**src/rtl/vec_load_sequencer.sv**
```systemverilog
// Vector load sequencer: gathers vectorSize strided elements from memory and issues one register-file write.
// Optional timeout abort is compiled in with VEC_LOAD_TIMEOUT_EN.
module vec_load_sequencer #(
  parameter int registerSize = 8,
  parameter int vectorSize   = 4,
  parameter int addrWidth    = 16
) (
  input  logic                                 clk,
  input  logic                                 reset,
  input  logic                                 start,
  input  logic [addrWidth-1:0]                 baseAddr,
  input  logic [addrWidth-1:0]                 stride,
  input  logic [2:0]                           destReg,
  output logic                                 busy,
  output logic                                 memReq,
  output logic [addrWidth-1:0]                 memAddr,
  input  logic                                 memAck,
  input  logic [registerSize-1:0]              memRdData,
  output logic                                 regWrEn,
  output logic [2:0]                           regToWrite,
  output logic [vectorSize*registerSize-1:0]   regWriteData,
  output logic                                 done,
  output logic                                 error
);

  localparam int LW = (vectorSize > 1) ? $clog2(vectorSize) : 1;
  localparam logic [LW-1:0] LAST_LANE = LW'(vectorSize - 1);

  typedef enum logic [1:0] {IDLE, REQ, WRITE} state_t;

  state_t               state;
  logic [LW-1:0]        lane;
  logic [addrWidth-1:0] stride_q;
`ifdef VEC_LOAD_TIMEOUT_EN
  logic [3:0]           wait_cnt;
`endif

  // Every output is a flop: the register file gates its clock with regWrEn.
  always_ff @(posedge clk or negedge reset) begin
    if (!reset) begin
      state        <= IDLE;
      lane         <= '0;
      stride_q     <= '0;
      busy         <= 1'b0;
      memReq       <= 1'b0;
      memAddr      <= '0;
      regWrEn      <= 1'b0;
      regToWrite   <= '0;
      regWriteData <= '0;
      done         <= 1'b0;
      error        <= 1'b0;
`ifdef VEC_LOAD_TIMEOUT_EN
      wait_cnt     <= '0;
`endif
    end else begin
      regWrEn <= 1'b0;
      done    <= 1'b0;
      error   <= 1'b0;
      case (state)
        IDLE: begin
          if (start) begin
            state      <= REQ;
            busy       <= 1'b1;
            memReq     <= 1'b1;
            memAddr    <= baseAddr;
            stride_q   <= stride;
            regToWrite <= destReg;
            lane       <= '0;
`ifdef VEC_LOAD_TIMEOUT_EN
            wait_cnt   <= '0;
`endif
          end
        end
        REQ: begin
          if (memAck) begin
            for (int i = 0; i < vectorSize; i++) begin
              if (lane == LW'(i)) regWriteData[i*registerSize +: registerSize] <= memRdData;
            end
`ifdef VEC_LOAD_TIMEOUT_EN
            wait_cnt <= '0;
`endif
            if (lane == LAST_LANE) begin
              memReq  <= 1'b0;
              regWrEn <= 1'b1;
              done    <= 1'b1;
              state   <= WRITE;
            end else begin
              lane    <= lane + 1'b1;
              memAddr <= memAddr + stride_q;
            end
          end
`ifdef VEC_LOAD_TIMEOUT_EN
          // Fifteenth consecutive un-acked request cycle: abandon the load.
          else if (wait_cnt == 4'd14) begin
            memReq   <= 1'b0;
            busy     <= 1'b0;
            error    <= 1'b1;
            wait_cnt <= '0;
            state    <= IDLE;
          end else begin
            wait_cnt <= wait_cnt + 4'd1;
          end
`endif
        end
        WRITE: begin
          busy  <= 1'b0;
          state <= IDLE;
        end
        default: begin
          busy   <= 1'b0;
          memReq <= 1'b0;
          state  <= IDLE;
        end
      endcase
    end
  end

endmodule

```
**config.mk**
```make
export PLATFORM = sky130hd
export DESIGN_NAME = vec_load_sequencer
export DESIGN_NICKNAME = d
export VERILOG_FILES = /design/src/rtl/vec_load_sequencer.sv
export SDC_FILE = /design/constraint.sdc
export NUM_CORES = 1
export LEC_CHECK = 0
export CORE_MARGIN = 1
export CORE_UTILIZATION = 45
export CTS_CLUSTER_DIAMETER = 40
export DETAILED_ROUTE_END_ITERATION = 7
export GPL_TIMING_DRIVEN = 0
export PLACE_DENSITY = 0.83
export REMOVE_ABC_BUFFERS = 1
export SLEW_MARGIN = 20
export SYNTH_ARGS = -nofsm -noshare
export SYNTH_HDL_FRONTEND = slang
export SYNTH_SLANG_ARGS = --single-unit
```
**constraint.sdc**
```tcl
create_clock -name clk -period 3.5 [get_ports clk]
set_input_delay 0.35 -clock clk [delete_from_list [all_inputs] [get_ports clk]]
set_output_delay 0.35 -clock clk [all_outputs]
set_load 0.05 [all_outputs]
```
# After elaboration in Yosys (flattened, before gate mapping)

Cells that the tools add are included.

Register bits after elaboration: 74
Word-level logic and storage cells: 57

Add/sub/neg operators: 2
Equal/unequal tests: 9
Muxes and demuxes: 20
Bitwise gates (word level): 2
Reductions and logical operators: 12

Operators with widths:

| cell                | count |
|---|---|
| $mux 16             | 3 |
| $pmux 16 s2         | 1 |
| $add 16x16->16      | 1 |
| $reduce_and 3->1    | 5 |
| $mux 2              | 6 |
| $ne 2x2->1 const B  | 4 |
| $pmux 2 s2          | 2 |
| $reduce_and 4->1    | 2 |
| $eq 2x2->1 const B  | 3 |
| $mux 1              | 6 |
| $eq 2x1->1 const B  | 2 |
| $logic_not 2->1     | 2 |
| $reduce_and 2->1    | 2 |
| $pmux 1 s3          | 1 |
| $add 2x1->2 const B | 1 |
| $not 1->1           | 2 |
| $pmux 1 s2          | 1 |
| $reduce_bool 2->1   | 1 |

# Depth between registers and ports, before layout

Depth after elaboration: 4
Gate-level depth with buffers: 8
Depth with buffers taken out: 8

# Worst setup path before layout

Ideal clock, no wire load.

Kind: reg2reg
Start: reg memAddr[0]
End: reg memAddr[14]
Arrival time: 2.376 ns
Data required time: 3.363 ns
Slack: 0.987 ns
Stages on the path, launching flop included: 9
Cell sequence: dfrtp_1 -> ha_1 -> fa_1 -> a211oi_1 -> o21a_1 -> nor2_1 -> a311oi_1 -> xor2_1 -> a21oi_1

Word-level cells in the longest chain between the ends: 4

Ends and longest elaborated chain:

| what                   | RTL line | text |
|---|---|---|
| start, declared        | 16       | `output logic [addrWidth-1:0] memAddr,` |
| start signal, assigned | 65       | `memAddr <= baseAddr;` |
| start signal, assigned | 89       | `memAddr <= memAddr + stride_q;` |
| $add 16x16->16         | 89       |  |
| $mux 16                | 82       | `if (lane == LAST_LANE) begin` |
| $mux 16                | 75       | `if (memAck) begin` |
| $pmux 16 s2            | 59       | `case (state)` |

Every way passes these cells. The select of a mux whose other input is x is not followed.
A chain may end at the register's enable or synchronous reset.

# Worst setup path after layout

Start: reg state[0]
End: reg regWriteData[13]

Word-level cells in the longest chain between the ends: 2

Ends and longest elaborated chain:

| what                          | RTL line | text |
|---|---|---|
| start, declared               | 31       | `state_t state;` |
| start signal, assigned        | 41       | `state <= IDLE;` |
| start signal, assigned        | 62       | `state <= REQ;` |
| start signal, assigned        | 86       | `state <= WRITE;` |
| $eq 2x1->1                    | 59       |  |
| $reduce_and 3->1 (no line)    | -        |  |
| end signal, assigned by index | 77       | `if (lane == LW'(i)) regWriteData[i*registerSize +: registerSize] <= memRdData;` |
| end, declared                 | 21       | `output logic [vectorSize*registerSize-1:0] regWriteData,` |

Every way passes these cells.

==> summary.txt <==
Antenna-violating nets left -> 0
R2R Path Start -> state[0]$_DFFE_PN0P_
Seq/Total Area, Yosys -> 49.7%
Via density -> 5.45
Final setup margin -> 0.749 ns
Reg2Reg Depth -> 3
Via count -> 3000
Most frequent cell after synthesis -> dfrtp_1
I/O pin cnt -> 103
Crit-path cells -> nor2b_1 -> nand3_1 -> mux2_2
Critical path launch point type -> flip-flop
Final Hold Fails -> 0
Final setup violation count -> 0
Ys Warns -> 0
Post-synth top area share -> 49.7%
Status -> completed
Clk slew on worst S/H paths -> 0.08 ns
Gate Count Post-Synth -> 341
Slew headroom -> 31.0%
Max-cap violations -> 0
First-pass GRT wire length -> 15300 um
Crit path DAT -> 2.97 ns
Core area -> 7850 um2
CTS tree -> yes
Total Wirelength -> 9110 um
Worst reg2reg path endpoint -> regWriteData[13]$_DFFE_PN0P_
Inst Count DP -> 533
Initial core utilization -> 47.5%
Post_cts resized -> 0
Slew Viols, Final -> 0
Largest delay share family, worst path -> simple AND/OR/NAND/NOR gates
# DRC -> 0
Die width -> 93.0 um
Clk Latency, worst-skew pair -> 0.34 ns
Initial antenna violation count -> 0
Max FO, Critical Path -> 20
Final net count -> 510
Non-filler cells, final -> 550
Worst path bufs/invs -> 0
Post-CTS setup buffer count -> 0
Number of inserted diodes -> 0
Root buf cell -> clkbuf_8
Hold Path Class -> reg2reg
Clock sink count -> 74
Layout cell share with drive strength beyond 1 -> 15.6%
Worst Hold Path Cells -> 2
Ys async rst share -> 100%
Port Buf Inserts -> 101
Detailed Place HPWL -> 6690 um
Synth cell types -> 46
Slowest-stage cell, CP -> nor2b_1
DRT iter0 DRCs -> 121
Slowest cell delay on critical path -> 0.85 ns
Num CTS Buffers -> 9
Avg Cell Area, Syn -> 10.9 um2
Fin crit share -> 78.6%
Hold Startpoint -> regWriteData[26]$_DFFE_PN0P_
Area of the die -> 8650 um2
Dpl ws -> 0.683 ns
Clock Tree Buf Depth -> 2
Worst hold path endpoint -> regWriteData[26]$_DFFE_PN0P_
Fin crit period -> 2.75 ns
Layout area overhead -> 34.7%
Wire per inst -> 16.6 um
Design area -> 5020 um2
Post-synth top flop -> dfrtp_1
Clock skew -> 0.0103 ns
Highest clock rate -> 363 MHz
Vias in the first global route -> 3175
Post-Synthesis Cell Area -> 3730 um2
Grt ovf -> 0
Kind of critical path -> reg2reg
Worst hold slack -> 0.474 ns
Synth top cells by count -> dfrtp_1, nand2_1, mux2_2
Row cnt -> 32
RSZ-0062 raised after global routing -> false
Post-synthesis register bit count -> 74
Cell accounting for the most synthesized area -> dfrtp_1
EDFF count, synth -> 0
Worst Max-Slew Pin Slew -> 1.04 ns
Placed Area -> 4840 um2
Worst EP required -> 3.72 ns
Die extent in y -> 93.0 um
GRT Total Usage -> 22.8%
Htree depth -> 3
Flop2flop setup slack -> 0.75 ns
Final RePlAce weighted congestion -> 0.887
DRT Pass-1 Iters -> 4
Type of destination of the critical path -> flip-flop
Synth area leaders -> dfrtp_1, mux2_2, ha_1, nand2_1, o21ai_0
Largest net degree at the start of global routing -> 42
[worst min-delay path, cell delays in order (launching register included)]
cell     delay (ns)
dfrtp_1        0.34
nand2_1        0.05
nand2_1        0.05
[layout by cell type (no fill, tap or decap), types with 5 or more instances in the layout]
master and count:
a21oi_1 20, clkbuf_8 9, clkdlybuf4s50_1 100, dfrtp_1 74, ha_1 19, inv_1 5, mux2_2 44, nand2_1 49
nand3_1 7, nor2_1 16, o21ai_0 23, o22ai_1 5, xnor2_1 5, xor2_1 5
[registers in the layout (all words and copies together) (netlist names), 2 cells and up]
register and count:
regWriteData 32, memAddr 16, stride_q 16, regToWrite 3, lane 2, state 2
[metal layers]
| layer | vias to the layer above | routed length [um] | GRT usage, % |
|---|---|---|---|
| li1 | 1418 | - | - |
| met3 | 10 | 750 | 7.89 |
| met4 | 0 | 92 | 7.31 |
| met5 | - | 0 | 0 |
| met2 | 106 | 4520 | 38.5 |
| met1 | 1466 | 3750 | 27.3 |
[worst max path at each step]
stage / startpoint / to / slack [ns] / depth (start not counted)
global route: state[0]$_DFFE_PN0P_ / regWriteData[31]$_DFFE_PN0P_ / 0.43 / 5
detailed placement: state[0]$_DFFE_PN0P_ / regWriteData[19]$_DFFE_PN0P_ / 0.68 / 3
finish: state[0]$_DFFE_PN0P_ / regWriteData[13]$_DFFE_PN0P_ / 0.75 / 3
floorplan: state[0]$_DFFE_PN0P_ / regToWrite[0]$_DFFE_PN0P_ / 0.88 / 2
CTS: state[0]$_DFFE_PN0P_ / regWriteData[19]$_DFFE_PN0P_ / 0.65 / 3
global placement: reset / regWriteData[0]$_DFFE_PN0P_ / -0.50 / 1
[through the flow]
stage	TNS, ns	util [%]
after floorplan	0	-
after global placement	-42.85	61.2
after detailed placement	0	61.7
after CTS	0	63.9
after global routing	0	63.9
final	0	63.9
[area by class of cell]
class | instances | area, um2
tap | 102 | 128
inverter | 6 | 22.5
clock buffer | 11 | 131
sequential | 74 | 1850
fill | 630 | 2830
clock inverter | 5 | 31.3
multi-input combinational | 247 | 1800
timing repair buffer | 105 | 1060
[logic make-up (layout without fill, tap and decap cells)]
family,after synthesis,in the layout,share of synthesized area [%]
fa+ha+maj,20,20,6.92
other cells,1,1,0.101
buf+inv,20,127,2.25
mux,48,48,14.4
flops,74,74,49.7
simple gates,90,90,10.6
xor+xnor,10,10,2.35
compound gates,78,78,13.7
[timing repair]
item,in CTS,in global routing
setup endpoints to repair,0,0
hold endpoints to repair,33,0
hold buffers,1,0
Power is not shown: default switching activity piles up to over one toggle a cycle in this logic, so the estimate is an artifact.
